<file path="src/rtl/dmem_pkg.sv">
// Shared types and constants for the data memory unit: FSM state encoding,
// byte width and wait-state counter sizing.
package dmem_pkg;

  localparam int BYTE_W   = 8;
  localparam int MAX_WAIT = 15;
  localparam int CNT_W    = $clog2(MAX_WAIT + 1);

  typedef enum logic [1:0] {
    IDLE,
    WAIT,
    RESP
  } state_t;

endpackage

</file>
<file path="src/rtl/dmem_array.sv">
// DEPTH x DATA_W word storage with a byte-enabled synchronous write and a
// registered synchronous read port. Contents start as word i = i.
module dmem_array
  import dmem_pkg::*;
#(
  parameter int DATA_W = 32,
  parameter int DEPTH  = 16,
  parameter int IDX_W  = $clog2(DEPTH)
) (
  input  logic                     clk,
  input  logic                     wr_en,
  input  logic                     rd_en,
  input  logic [IDX_W-1:0]         idx,
  input  logic [DATA_W-1:0]        wdata,
  input  logic [DATA_W/BYTE_W-1:0] be,
  output logic [DATA_W-1:0]        rdata
);

  localparam int BE_W = DATA_W / BYTE_W;

  logic [DATA_W-1:0] words [DEPTH];

  for (genvar w = 0; w < DEPTH; w++) begin : g_word
    // NOTE: storage words carry no reset; contents must survive rst_n, and
    // the declaration value only seeds the simulation/power-up image.
    logic [DATA_W-1:0] word_q = DATA_W'(w);

    // NOTE: state is always updated with non-blocking assignments so every
    // flop samples pre-edge values regardless of process ordering.
    always_ff @(posedge clk) begin
      if (wr_en && (idx == IDX_W'(w))) begin
        for (int b = 0; b < BE_W; b++) begin
          if (be[b]) word_q[b*BYTE_W +: BYTE_W] <= wdata[b*BYTE_W +: BYTE_W];
        end
      end
    end

    assign words[w] = word_q;
  end

  always_ff @(posedge clk) begin
    if (rd_en) rdata <= words[idx];
  end

endmodule

</file>
<file path="src/rtl/data_memory_unit.sv">
// Single-outstanding data memory front end: request/response handshake,
// programmable wait states, alignment/range error decode around dmem_array.
module data_memory_unit
  import dmem_pkg::*;
#(
  parameter int DATA_W      = 32,
  parameter int DEPTH       = 16,
  parameter int ADDR_W      = 32,
  parameter int WAIT_STATES = 1
) (
  input  logic                     clk,
  input  logic                     rst_n,
  input  logic                     req_valid,
  output logic                     req_ready,
  input  logic                     req_we,
  input  logic [ADDR_W-1:0]        req_addr,
  input  logic [DATA_W-1:0]        req_wdata,
  input  logic [DATA_W/BYTE_W-1:0] req_be,
  output logic                     rsp_valid,
  input  logic                     rsp_ready,
  output logic [DATA_W-1:0]        rsp_rdata,
  output logic                     rsp_err
);

  localparam int BE_W  = DATA_W / BYTE_W;
  localparam int OFF_W = $clog2(BE_W);
  localparam int IDX_W = $clog2(DEPTH);

  state_t             state_q, state_d;
  logic [CNT_W-1:0]   cnt_q, cnt_d;

  logic               we_q;
  logic [ADDR_W-1:0]  addr_q;
  logic [DATA_W-1:0]  wdata_q;
  logic [BE_W-1:0]    be_q;

  logic               rsp_valid_q, rsp_err_q, rd_sel_q;

  logic               acc_we;
  logic [ADDR_W-1:0]  acc_addr;
  logic [DATA_W-1:0]  acc_wdata;
  logic [BE_W-1:0]    acc_be;
  logic [ADDR_W-1:0]  idx_full;
  logic               misaligned, out_range, acc_err;
  logic               accept, enter_resp, wr_en, rd_en;
  logic [DATA_W-1:0]  arr_rdata;

  assign req_ready = rst_n && (state_q == IDLE);
  assign accept    = req_valid && req_ready;

  // With zero wait states the array is accessed on the accepting edge itself,
  // so the live request is used in IDLE and the latched copy elsewhere.
  assign acc_we    = (state_q == IDLE) ? req_we    : we_q;
  assign acc_addr  = (state_q == IDLE) ? req_addr  : addr_q;
  assign acc_wdata = (state_q == IDLE) ? req_wdata : wdata_q;
  assign acc_be    = (state_q == IDLE) ? req_be    : be_q;

  assign idx_full   = acc_addr >> OFF_W;
  assign misaligned = (acc_addr & ADDR_W'(BE_W - 1)) != '0;
  assign out_range  = idx_full >= ADDR_W'(DEPTH);
  assign acc_err    = misaligned || out_range;

  assign enter_resp = (accept && (WAIT_STATES == 0)) ||
                      ((state_q == WAIT) && (cnt_q == '0));
  assign wr_en      = enter_resp &&  acc_we && !acc_err;
  assign rd_en      = enter_resp && !acc_we && !acc_err;

  // NOTE: every variable assigned in this block gets a default first, so no
  // path leaves it unassigned and no latch is inferred.
  always_comb begin
    state_d = state_q;
    cnt_d   = cnt_q;
    unique case (state_q)
      IDLE: begin
        if (accept) begin
          if (WAIT_STATES == 0) begin
            state_d = RESP;
          end else begin
            state_d = WAIT;
            cnt_d   = CNT_W'(WAIT_STATES - 1);
          end
        end
      end
      WAIT: begin
        if (cnt_q == '0) state_d = RESP;
        else             cnt_d   = cnt_q - 1'b1;
      end
      RESP: begin
        if (rsp_ready) state_d = IDLE;
      end
      default: state_d = IDLE;
    endcase
  end

  always_ff @(posedge clk or negedge rst_n) begin
    if (!rst_n) begin
      state_q     <= IDLE;
      cnt_q       <= '0;
      rsp_valid_q <= 1'b0;
      rsp_err_q   <= 1'b0;
      rd_sel_q    <= 1'b0;
    end else begin
      state_q <= state_d;
      cnt_q   <= cnt_d;
      if (enter_resp) begin
        rsp_valid_q <= 1'b1;
        rsp_err_q   <= acc_err;
        rd_sel_q    <= rd_en;
      end else if ((state_q == RESP) && rsp_ready) begin
        rsp_valid_q <= 1'b0;
        rsp_err_q   <= 1'b0;
        rd_sel_q    <= 1'b0;
      end
    end
  end

  // Request payload is only consumed after a valid accept, so it needs no reset.
  always_ff @(posedge clk) begin
    if (accept) begin
      we_q    <= req_we;
      addr_q  <= req_addr;
      wdata_q <= req_wdata;
      be_q    <= req_be;
    end
  end

  dmem_array #(
    .DATA_W (DATA_W),
    .DEPTH  (DEPTH),
    .IDX_W  (IDX_W)
  ) u_array (
    .clk   (clk),
    .wr_en (wr_en),
    .rd_en (rd_en),
    .idx   (idx_full[IDX_W-1:0]),
    .wdata (acc_wdata),
    .be    (acc_be),
    .rdata (arr_rdata)
  );

  assign rsp_valid = rsp_valid_q;
  assign rsp_err   = rsp_err_q;
  assign rsp_rdata = rd_sel_q ? arr_rdata : '0;

endmodule

</file>
<file path="config.mk">
export PLATFORM = sky130hd
export DESIGN_NAME = data_memory_unit
export DESIGN_NICKNAME = d
export VERILOG_FILES = /design/src/rtl/dmem_pkg.sv /design/src/rtl/dmem_array.sv /design/src/rtl/data_memory_unit.sv
export SDC_FILE = /design/constraint.sdc
export NUM_CORES = 1
export LEC_CHECK = 0
export CELL_PAD_IN_SITES_DETAIL_PLACEMENT = 0
export CELL_PAD_IN_SITES_GLOBAL_PLACEMENT = 1
export CORE_UTILIZATION = 50
export DETAILED_ROUTE_END_ITERATION = 8
export PLACE_DENSITY_LB_ADDON = 0.1
export SYNTH_ARGS = -nofsm -noshare
export SYNTH_HDL_FRONTEND = slang
export SYNTH_SLANG_ARGS = --single-unit
</file>
<file path="constraint.sdc">
create_clock -name clk -period 12.8 [get_ports clk]
set_input_delay 3.84 -clock clk [delete_from_list [all_inputs] [get_ports clk]]
set_output_delay 3.84 -clock clk [all_outputs]
set_load 0.1 [all_outputs]
</file>
; Word level (Yosys, flattened, before mapping)
; Index checks and enable logic that the tools add are counted.
[word_totals]
out_inout_bits = 35
reg_bits = 622
wordCells = 217
[classes]
n_addsub = 1
reduce_logical = 99
n_lt_le_gt_ge = 2
mux = 19
eq_ne = 21
bitwise = 1
[op_table]
columns = op, n
row1 = $mux W32, 5
row2 = $bmux W32 S4, 1
row3 = $reduce_and A2 Y1, 64
row4 = $eq A4 B4 Y1 const B, 8
row5 = $reduce_bool A32 Y1, 1
row6 = $ge A30 B5 Y1 const B, 1
row7 = $logic_and A1 B1 Y1, 24
row8 = $eq A4 B3 Y1 const B, 4
row9 = $mux W4, 3
row10 = $eq A4 B2 Y1 const B, 2
row11 = $logic_not A4 Y1, 2
row12 = $pmux W4 S2, 1
row13 = $mux W2, 3
row14 = $ne A2 B2 Y1 const B, 3
row15 = $pmux W2 S3, 1
row16 = $reduce_and A3 Y1, 2
row17 = $ge A5 B5 Y1 const B, 1
row18 = $mux W1, 5
row19 = $not A4 Y5, 1
row20 = $eq A4 B1 Y1 const B, 1
row21 = $reduce_bool A2 Y1, 2
row22 = $sub A4 B1 Y4 const B, 1
row23 = $eq A2 B1 Y1 const B, 1
row24 = $eq A2 B2 Y1 const B, 1
row25 = 4 further kinds, 5

; Depth between registers and ports, before layout
; Gate-level depths: netlist (run 1).
[depth]
ltp_word = 8
depth_mapped = 9
ltp_nobuf = 7

; By module
; Synthesis (run 1) repeated with hierarchy kept, for this count alone.
[unflattened]
cells_unflattened = 1122
area_unflattened_um2 = 23949.2
[modules_own_cells]
columns = module, seq_area_each_um2, n_inst, area_each_um2, cells_each
row1 = dmem_array, 16335.7, 1, 20601.0, 908
row2 = data_memory_unit, 2297.2, 1, 3348.2, 214

; Least setup slack after synthesis (run 1)
; No wires, ideal clock.
[synth_timing]
path_kind = in2out
from = in rst_n
to = out req_ready
n_path_buf = 0
t_required_ns = 8.960
cell_stages = 1
arrival_time_ns = 4.574
setup_slack_ns = 4.386
cell_sequence = and2_1
[synth_between]
elab_chain_len = 1
[synth_lines]
columns = element, line_no
row1 = start: declaration, data_memory_unit.sv:12  ; input logic rst_n,
row2 = $logic_and A1 B1 Y1, data_memory_unit.sv:48  ; assign req_ready = rst_n && (state_q == IDLE);
row3 = end: declaration, data_memory_unit.sv:14  ; output logic req_ready,
; Every way passes these cells.

; Worst setup path after layout (run 1)
; Ends and elaborated chain as after synthesis.

==> metrics.txt, run 1 <==
Slew HR 0.268; RePlAce Congestion 0.776; die width 220 um; FP Rows 79; root buffer cell clkbuf_16; sequential share of the synthesized area 0.787; FMAX 103 MHz; Critical Path AT 5.91 ns; wire length of the first global-routing pass 79.3 mm; Final Skew 0.0160 ns; setup TNS 0 ns; WHS Endpoint rsp_valid; Setup WS pre-CTS 3.01 ns; Pins Over Slew Limit 0; Fin Hold WS 0.501 ns; drc violations 6; CTS tree done; Register Area 0.0186 mm2; status finished, violations left; I/O pins 108; number of nets in the layout 1608; RSZ-0062 raised after global routing false; CTS H-tree depth 2; cts bufs inserted 61; Tmin final 9.75 ns; Post-CTS Setup Bufs 0; CP top delay family buffers and inverters; Multi-input gate area 0.00454 mm2; CP max stage delay 1.13 ns; total track usage 0.223; Die Span Y 220 um; total core area 0.0467 mm2; DR pass1 iterations 7; min-delay src rsp_valid; failing checks design-rule violations; worst-skew pair later-pin latency 0.61 ns; critical path startpoint category input pin; layout cells sized above 1 0.107; R2R cell count 5; Worst-path clk slew 0.06 ns; Synth Register Bits 622; largest net degree at the start of global routing 83; setup violators final 0; Async SR Flop Fraction 0.0145; # fillers 3588; Die Area 0.0482 mm2; worst path bufs/invs 2; number of diodes 0; Antenna Violating Nets Remaining 0; Initial Utilization 0.508; CP Data Required Time 8.96 ns; number of enable flip-flop cells after synthesis 613; crit-path max FO 11; # port buffers 107; antenna violations before repair 1; vias in the first global route 12900; number of hold-repair buffers added at the cts stage 0; most common cell after layout, fill and taps aside edfxtp_1; Least-Margin Pin Slew 1.10 ns; Synth cell types 52; Primary FF master, synth edfxtp_1; Gates resized, CTS repair 0; Via Count 12900; worst r2r dst u_array.g_word[11].word_q[21]; vias per cell 5.88; CP Class input pin to primary output; maximum vdd drop 0.000136 V; fin util 0.585; Final Hold Vio Count 0; Reg2Reg Setup Slack 8.88 ns; # clock sinks 622; max cap viols 0; Mapped Nets 1507; WHS Path Cells 2; CP cell instances clkdlybuf4s50_1 -> and2_1 -> clkdlybuf4s50_1; drt first-iter violations 1083; period utilization 0.762; Max clock buf depth 3; drt wl/cell 24.1 um; Pleak 8.62 nW; GRT overflow 0; DP HPWL 31.4 mm; Syn Area/Cell 16.5 um2; most frequent CP cell clkdlybuf4s50_1; most frequent cells in the layout 613 x edfxtp_1, 246 x a22oi_1, 128 x a21oi_1, 124 x nand2_1, 107 x clkdlybuf4s50_1; final wirelength 52.8 mm; synth warn 0; HP Class flop to flop; Placed Cells 2077; Cells after Synth 1432; Setup crit end kind primary output; Mapped Area 0.0237 mm2; Area growth syn-to-layout 15.2%; pwr dens 214 mW/mm2; reg2reg start state_q[0]; Final Non-Filler Cells 2189; final worst setup slack 3.05 ns; Worst path slowest cell clkdlybuf4s50_1
[synthesized netlist by cell type, types with 10 or more instances]
master / instances / area (um2)
a22oi_1: 246 / 1850
clkbuf_1: 21 / 78.8
nor4_1: 15 / 93.8
or4_1: 32 / 240
buf_6: 16 / 180
nor2_1: 52 / 195
nand2_1: 124 / 465
nor2_2: 16 / 100
and2_1: 33 / 206
a21oi_1: 128 / 641
buf_2: 42 / 210
edfxtp_1: 613 / 18400
a22oi_2: 10 / 125
[logic make-up after synthesis]
| family | count (synthesis) | share of synthesized area |
|---|---|---|
| flip-flops | 622 | 0.787 |
| AO/OA/AOI/OAI | 402 | 0.119 |
| AND/OR/NAND/NOR | 312 | 0.0687 |
| buffers and inverters | 92 | 0.0233 |
| XOR/XNOR | 2 | 0.000740 |
| adder cells (fa/ha/maj) | 2 | 0.00106 |
[per-layer routing]
layer  global-route usage  vias to the layer above  share of wire
met2                0.369                      329           0.50
met4               0.0506                        0          0.017
met1                0.310                     6558           0.44
li1                     -                     5914              -
met3               0.0381                       67          0.050
met5                    0                        -              0
[sequential cells by signal (all words and copies together), names as in the netlist]
| register | flops |
|---|---|
| addr_q | 32 |
| be_q | 4 |
| cnt_q | 4 |
| rd_sel_q | 1 |
| rsp_err | 1 |
| rsp_valid | 1 |
| state_q | 2 |
| u_array.g_word.word_q | 512 |
| u_array.rdata | 32 |
| wdata_q | 32 |
| we_q | 1 |
[layout make-up]
class / count / share of cell area
Sequential cell: 622 / 0.683
Multi-Input combinational cell: 718 / 0.166
Clock buffer: 70 / 0.0572
Timing Repair Buffer: 125 / 0.0442
Tap cell: 607 / 0.0278
Clock inverter: 42 / 0.0209
Inverter: 5 / 0.000688
[metrics by stage]
step                      power, mW  cell area, um2
after floorplan                3.56           23700
after global placement         3.96           25200
after detailed placement       3.99           25200
after CTS                      5.88           27300
after global routing           6.07           27300
final                          5.83           27300
[worst register-to-register path, delay by kind of cell (launching register included)]
| family | cells | cell delay (ns) |
|---|---|---|
| and+or+nand+nor | 3 | 2.14 |
| DFF | 1 | 0.53 |
| buffers and inverters | 1 | 0.35 |
| AOI/OAI and AO/OA | 1 | 0.49 |
[how the worst max path moves through the flow]
| stage | startpoint | end | slack (ns) | cells past startpoint |
|---|---|---|---|---|
| after floorplan | rst_n | req_ready | 4.39 | 1 |
| after global placement | rst_n | req_ready | 3.03 | 3 |
| after detailed placement | rst_n | req_ready | 3.01 | 3 |
| after CTS | rst_n | req_ready | 3.01 | 3 |
| after global routing | rst_n | req_ready | 2.94 | 3 |
| final | rst_n | req_ready | 3.05 | 3 |
[power breakdown]
part	switching, mW	total (mW)	internal, mW
Sequential	0.0264	2.63	2.61
Combinational	0.971	1.30	0.326
Clock	0.750	1.90	1.15
Total	1.75	5.83	4.09
No activity file was read; power rests on OpenSTA's default activity.
==> inputs of run 2 (changes only) <==
--- a/config.mk
+++ b/config.mk
@@ -7,7 +7,7 @@
 export LEC_CHECK = 0
 export CELL_PAD_IN_SITES_DETAIL_PLACEMENT = 0
 export CELL_PAD_IN_SITES_GLOBAL_PLACEMENT = 1
-export CORE_UTILIZATION = 50
+export CORE_UTILIZATION = 46
 export DETAILED_ROUTE_END_ITERATION = 8
 export PLACE_DENSITY_LB_ADDON = 0.1
 export SYNTH_ARGS = -nofsm -noshare
==> constraint.sdc (replaced) <==
create_clock -name clk -period 8.32 [get_ports clk]
set_input_delay 2.496 -clock clk [delete_from_list [all_inputs] [get_ports clk]]
set_output_delay 2.496 -clock clk [all_outputs]
set_load 0.1 [all_outputs]
==> run 2 against run 1 <==
Against the previous run:
- non-clock buffer count grew 1
- largest power group unchanged
- the run now ends clean
- setup slack worse by 0.94 ns
- combinational power grew 53%
- via count down 0.62%
- cell count increased by 3.2%
==> metrics.txt, run 2 (same netlist as run 1, synthesis figures left out) <==
status completed; Die Span Y 229 um; worst-skew pair later-pin latency 0.58 ns; max cap viols 0; final wirelength 54.9 mm; met2 usage 0.366; most common cell after layout, fill and taps aside edfxtp_1; # port buffers 107; Max clock buf depth 3; pwr dens 322 mW/mm2; cts bufs inserted 66; Pleak 8.56 nW; Critical Path End req_ready; worst r2r dst u_array.g_word[14].word_q[22]; RSZ-0062 raised after global routing false; period utilization 0.747; number of nets in the layout 1614; Fin Hold WS 0.485 ns; max reg flops 512; antenna violations before repair 0; drc violations 0; DP HPWL 33.2 mm; wire length of the first global-routing pass 81.9 mm; vias in the first global route 13100; Post-CTS Setup Bufs 0; setup TNS 0 ns; root buffer cell clkbuf_16; reg2reg start state_q[0]; Setup WS pre-CTS 2.07 ns; number of diodes 0; critical path startpoint category input pin; crit-path max FO 11; R2R cell count 7; Initial Utilization 0.469; Gates resized, CTS repair 0; vias per cell 5.66; drt first-iter violations 945; Area growth syn-to-layout 15.0%; busiest layer in global routing met2; Antenna Violating Nets Remaining 0; Critical Path AT 3.72 ns; Top reg by flops u_array.g_word.word_q; Least-Margin Pin Slew 1.19 ns; Final Skew 0.0187 ns; die width 229 um; CTS tree done; Worst-path clk slew 0.05 ns; Final Hold Vio Count 0; maximum vdd drop 0.000167 V; # clock sinks 622; Tmin final 6.21 ns; FMAX 161 MHz; most frequent cells in the layout 613 x edfxtp_1, 246 x a22oi_1, 128 x a21oi_1, 124 x nand2_1, 106 x clkdlybuf4s50_1; Critical path origin rst_n; # fillers 4145; largest net degree at the start of global routing 130; setup violators final 0; Setup crit end kind primary output; layout cells sized above 1 0.102; Slew HR 0.205; DR pass1 iterations 5; FP Rows 82; CP Class input pin to primary output; total track usage 0.211; drt wl/cell 24.3 um; Die Area 0.0524 mm2; number of hold-repair buffers added at the cts stage 0; grt met1 use 0.273; grt met3 use 0.0314; Reg2Reg Setup Slack 4.53 ns; Tot Pwr 8.78 mW; I/O pins 108; GRT overflow 0; final worst setup slack 2.11 ns; Via Count 12800; HP Class flop to flop; CTS H-tree depth 3; CP Data Required Time 5.82 ns; total core area 0.0505 mm2; RePlAce Congestion 0.741; Pins Over Slew Limit 0
## run 2: final cells by class
type	count	area [um2]	area share
clock buffers	89	1840	0.0677
clock inverters	26	145	0.00533
inverters	5	18.8	0.000689
multi-input cells	718	4540	0.167
flip-flops and latches	622	18600	0.684
well taps	672	841	0.0309
repair buffers	126	1220	0.0449
## run 2: metal layers
metal	vias up	share of wire
met5	-	0
met4	0	0.020
met3	77	0.045
met2	302	0.51
met1	6501	0.42
li1	5908	-
## run 2: worst min path at each step
stage	start	to	slack, ns	cells after the start
floorplan	cnt_q[0]	cnt_q[0]	0.48	1
global placement	rsp_valid	rsp_valid	0.47	2
detailed placement	rsp_valid	rsp_valid	0.48	2
CTS	rsp_valid	rsp_valid	0.49	2
global route	rsp_valid	rsp_valid	0.53	2
finish	rsp_valid	rsp_valid	0.49	2
## run 2: report_power, final
group | switching, mW | internal (mW)
Sequential | 0.0417 | 4.01
Clock | 1.15 | 1.58
Combinational | 1.48 | 0.510
Total | 2.67 | 6.10
## run 2: critical path, stage by stage
cell	delay, ns
clkdlybuf4s50_1	0.74
and2_1	0.20
buf_4	0.28
## run 2: through the flow
stage | std cells | util | area (um2)
6_report | 2258 | 0.540 | 27200
2_1_floorplan | 1432 | - | 23700
3_5_place_dp | 2143 | 0.500 | 25300
5_1_grt | 2258 | 0.540 | 27200
4_1_cts | 2258 | 0.540 | 27200
3_3_place_gp | 2143 | 0.500 | 25300
==> edit 1 (settings of run 2) <==
The parameter `WAIT_STATES` goes from 1 to 0.
--- a/src/rtl/data_memory_unit.sv
+++ b/src/rtl/data_memory_unit.sv
@@ -7,5 +7,5 @@
   parameter int DEPTH       = 16,
   parameter int ADDR_W      = 32,
-  parameter int WAIT_STATES = 1
+  parameter int WAIT_STATES = 0
 ) (
   input  logic                     clk,
Formal check against the unedited RTL: not equivalent (a bounded check fails within 4 cycles, from zero or initial values and one cycle with rst_n low).
==> edit 1 against run 2 <==
Cell count is 13% lower; area after synthesis is 0.54% lower; non-clock buffer count stayed put; sequential cell count is 6 lower; final area is 0.86% higher; wire length is 15% lower; worst setup slack worse by 720 ps; via count is 15% lower.
Power is not compared: it rests on default switching activity, and its combinational part moved more than twofold at a synthesized area within 25%.
==> edit 1: results (changes against run 2) <==
metric	value	unit	change
synthAdderAreaFrac	0	%	-0.11 points
postLayoutSetupSlackWorst	1380	ps	-724 ps
cts_buffers	66		unchanged
grt_max_degree	70		-46%
ys_top_cells_by_count	edfxtp_1, mux4_2, nor2_1		
vias	10812		-15%
arrival	4440	ps	+720 ps
postCtsSetupBuffers	0		unchanged
multi_input_area_share	17.7	%	+1.0 points
nets	1311		-19%
intPower	5.33	mW	
num-fill-cells	3868		-6.7%
clkCellAreaFrac	7.52	%	+0.22 points
synthArstFlopShare	0.649	%	-0.80 points
synth_edf_count	612		-0.16%
inv_count	3		-2
synth_mux_area_share	14.2	%	+14 points
drive_above_1_share	22.5	%	+12 points
clock_path_buffers	3		unchanged
htree_levels	3		unchanged
ff_latch_area	18500	um^2	-0.83%
avgRoutedWirePerCell	23.7	um	-2.4%
syn-num-nets	1169		-22%
buf_share	4.46	%	-0.029 points
clk_pin_slew	60	ps	
timing_max_transition_violations_final	0		unchanged
yosysUniqueCellTypes	31		-40%
hpwl	28800	um	-13%
rrSetupSlack	4670	ps	+140 ps
min_path_type	reg -> reg		
skew	22.8	ps	+4.05 ps
synth_ff_type	edfxtp_1		
grt_pass1_wl	71600	um	-13%
num-multi-input-gates	425		-41%
dpl_worst_slack	1370	ps	-704 ps
synth-xor-area-share	0	%	-0.074 points
first_global_vias	11331		-13%
synth_compound_area_share	2.50	%	-9.4 points
path_max_fanout	5		-6
grt_use_total	18.4	%	-2.6 points
dr.pass1.iters	5		unchanged
status	complete, no violations		
n_all_buffers	126		unchanged
seq_area_frac_synth	78.4	%	-0.23 points
synth.area.top_cells	edfxtp_1, mux4_2, a22oi_1		
nClkBuffers	85		-4.5%
drtIter0Drc	966		+2.2%
hold_ws	499	ps	+13.2 ps
tightest_slew	1030	ps	-160 ps
place_congestion	0.730		-1.5%
cts.sinks	616		-0.96%
edit 1: cell count changes after synthesis, sizes merged, moves of 5 or more:
cell	change
a21oi	-128
a22oi	-192
buf	-39
dfrtp	-5
mux2	+38
mux4	+128
nand2	-78
nor4	-5
or4	-32
edit 1: kinds of logic after synthesis:
family / after synthesis
mux: 170
simple gates: 182
compound gates: 73
flops: 616
buf+inv: 55
edit 1: per-layer routing:
layer	part of all wire (%)	track usage (%)
met5	0	0
met4	2.0	4.91
met3	5.1	4.13
met2	50	30.2
met1	43	25.1
edit 1: per-stage QoR:
step	cell area (um^2)	util, %	total power [mW]	std cells
global placement	25400	50.4	4.06	1842
floorplan	23600	-	3.89	1096
detailed placement	25400	50.4	4.07	1842
CTS	27500	54.6	6.87	1962
finish	27500	54.6	6.79	1962
global route	27500	54.6	7.01	1962
edit 1: power groups by stage:
stage / Clock, mW / Combinational [mW] / Sequential (mW)
floorplan: 0 / 0.325 / 3.57
global placement: 0 / 0.509 / 3.56
detailed placement: 0 / 0.518 / 3.56
CTS: 2.86 / 0.519 / 3.49
global route: 2.97 / 0.551 / 3.49
finish: 2.79 / 0.505 / 3.49
edit 1: final timing paths:
kind                                            endpoint        from  cells past startpoint
min in group asynchronous                        rsp_err       rst_n                      1
min reg2reg                                    rsp_valid   rsp_valid                      2
max                                            req_ready       rst_n                      3
max reg2reg                u_array.g_word[13].word_q[19]  state_q[1]                      6
max in group asynchronous                     state_q[1]       rst_n                      1
min                                            rsp_valid   rsp_valid                      2
edit 1: worst max-delay path, stage by stage:
cell and delay, ps:
clkdlybuf4s50_1 580, nor2b_1 210, clkdlybuf4s50_1 1150
==> edit 2 (settings of run 2) <==
Made on the original files. Register the output `rsp_err` once more, cleared by the reset; this adds one clock of latency there. The other outputs are not delayed to match.
--- a/src/rtl/data_memory_unit.sv
+++ b/src/rtl/data_memory_unit.sv
@@ -140,5 +140,11 @@
 
   assign rsp_valid = rsp_valid_q;
-  assign rsp_err   = rsp_err_q;
+  always_ff @(posedge clk or negedge rst_n) begin
+    if (!rst_n) begin
+      rsp_err <= '0;
+    end else begin
+      rsp_err <= rsp_err_q;
+    end
+  end
   assign rsp_rdata = rd_sel_q ? arr_rdata : '0;
 
Check against the original RTL: not equivalent (Yosys sat finds a counterexample within 4 cycles, from zero or initial values and one cycle with rst_n low).
==> edit 2 against run 2 <==
Clock skew is 1.3 ps higher; power is 0.22% lower; worst setup slack worse by 34 ps; area after synthesis is 0.11% higher; synthesized cell count hardly changed; sequential cell count is 1 higher; count of clock-buffer cells in the layout is 3 lower; final area hardly changed; critical endpoint unchanged; wire length is 0.94% lower.
==> edit 2: results (changes against run 2) <==
metric	value	unit	change
synth.area.top_cells	edfxtp_1, a22oi_1, a21oi_1		
yosysUniqueCellTypes	52		unchanged
synth_compound_area_share	11.9	%	-0.013 points
synth_edf_count	613		unchanged
peakVddDrop	0.210	mV	+26%
max_slew_margin	26.1	%	+5.5 points
routed_wl	54400	um	-0.94%
clock_path_buffers	3		unchanged
ctsResizeCount	0		unchanged
cts_tree	built		
dr.pass1.iters	5		unchanged
synth_mux_area_share	0	%	unchanged
nets	1612		-0.12%
postCtsSetupBuffers	0		unchanged
drive_above_1_share	9.99	%	-0.22 points
drtIter0Drc	1154		+22%
synthAdderAreaFrac	0.106	%	-0.00011 points
first_global_vias	12967		-0.88%
synth-xor-area-share	0.0739	%	-0.000078 points
place_congestion	0.762		+2.8%
grt_max_degree	130		unchanged
top_register	u_array.g_word.word_q		
num-fill-cells	4160		+0.36%
seq_area_frac_synth	78.7	%	about the same
hpwl	32300	um	-2.7%
via_per_inst	5.70		+0.61%
diodes	0		unchanged
synthArstFlopShare	1.61	%	+0.16 points
dpl_cell_area	25300	um^2	about the same
syn-num-nets	1508		+0.066%
path_max_fanout	12		+1
p_leak	8.55	nW	-0.13%
grt_use_total	20.9	%	-0.13 points
skew	20.0	ps	+1.29 ps
status	complete, no violations		
grt_pass1_wl	81600	um	-0.34%
dpl_worst_slack	2020	ps	-53.7 ps
## edit 2: cell types whose count changed after synthesis, sizes merged
cell,delta
dfrtp,+1
## edit 2: cell type report
class                      instances  area, um^2  area share (%)
clock inverter                    26         118           0.432
inverter                           5        18.8          0.0689
clock buffer                      86        1840            6.77
tap                              672         841            3.09
multi-input combinational        718        4540            16.7
timing repair buffer             123        1210            4.46
sequential                       623       18700            68.5
## edit 2: per-stage QoR
stage	utilization (%)	std cells	hold slack (ps)
3_5_place_dp	50.1	2141	375
4_1_cts	53.9	2253	395
2_1_floorplan	-	1433	353
5_1_grt	53.9	2253	412
3_3_place_gp	50.1	2141	390
6_report	53.9	2253	398
## edit 2: worst paths after layout
kind	from	end	slack, ps	depth (start not counted)
min in group asynchronous	rst_n	rsp_err	2250	1
max in group asynchronous	rst_n	cnt_q[1]	5740	1
worst min register to register	rsp_err_q	rsp_err	400	0
worst max-delay path	rst_n	req_ready	2070	3
worst max register to register	state_q[0]	u_array.g_word[11].word_q[16]	4300	6
worst min-delay path	rsp_err_q	rsp_err	400	0
## edit 2: layer usage
layer | vias up | part of all wire [%] | GRT usage, % | wire length [um]
li1 | 5908 | - | - | -
met1 | 6535 | 46 | 29.9 | 24800
met2 | 319 | 47 | 32.9 | 25700
met3 | 75 | 4.6 | 3.20 | 2500
met4 | 0 | 2.4 | 7.19 | 1310
met5 | - | 0 | 0 | 0
## edit 2: logic make-up (layout without fill, tap and decap cells)
logic type | count (synthesis) | count (layout)
buffers and inverters | 92 | 240
AO/OA/AOI/OAI | 402 | 402
XOR/XNOR | 2 | 2
flip-flops | 623 | 623
adder cells (fa/ha/maj) | 2 | 2
AND/OR/NAND/NOR | 312 | 312
## edit 2: where the power goes
| part | total (mW) | switching [mW] | leakage (nW) | internal [mW] |
|---|---|---|---|---|
| clock network | 2.70 | 1.15 | 0.962 | 1.55 |
| registers | 4.06 | 0.0411 | 5.67 | 4.02 |
| logic | 2.00 | 1.50 | 1.92 | 0.505 |
| total | 8.76 | 2.68 | 8.55 | 6.07 |
## edit 2: critical path: stages
cell and delay (ps):
clkdlybuf4s50_1 770, and2_1 200, buf_4 290
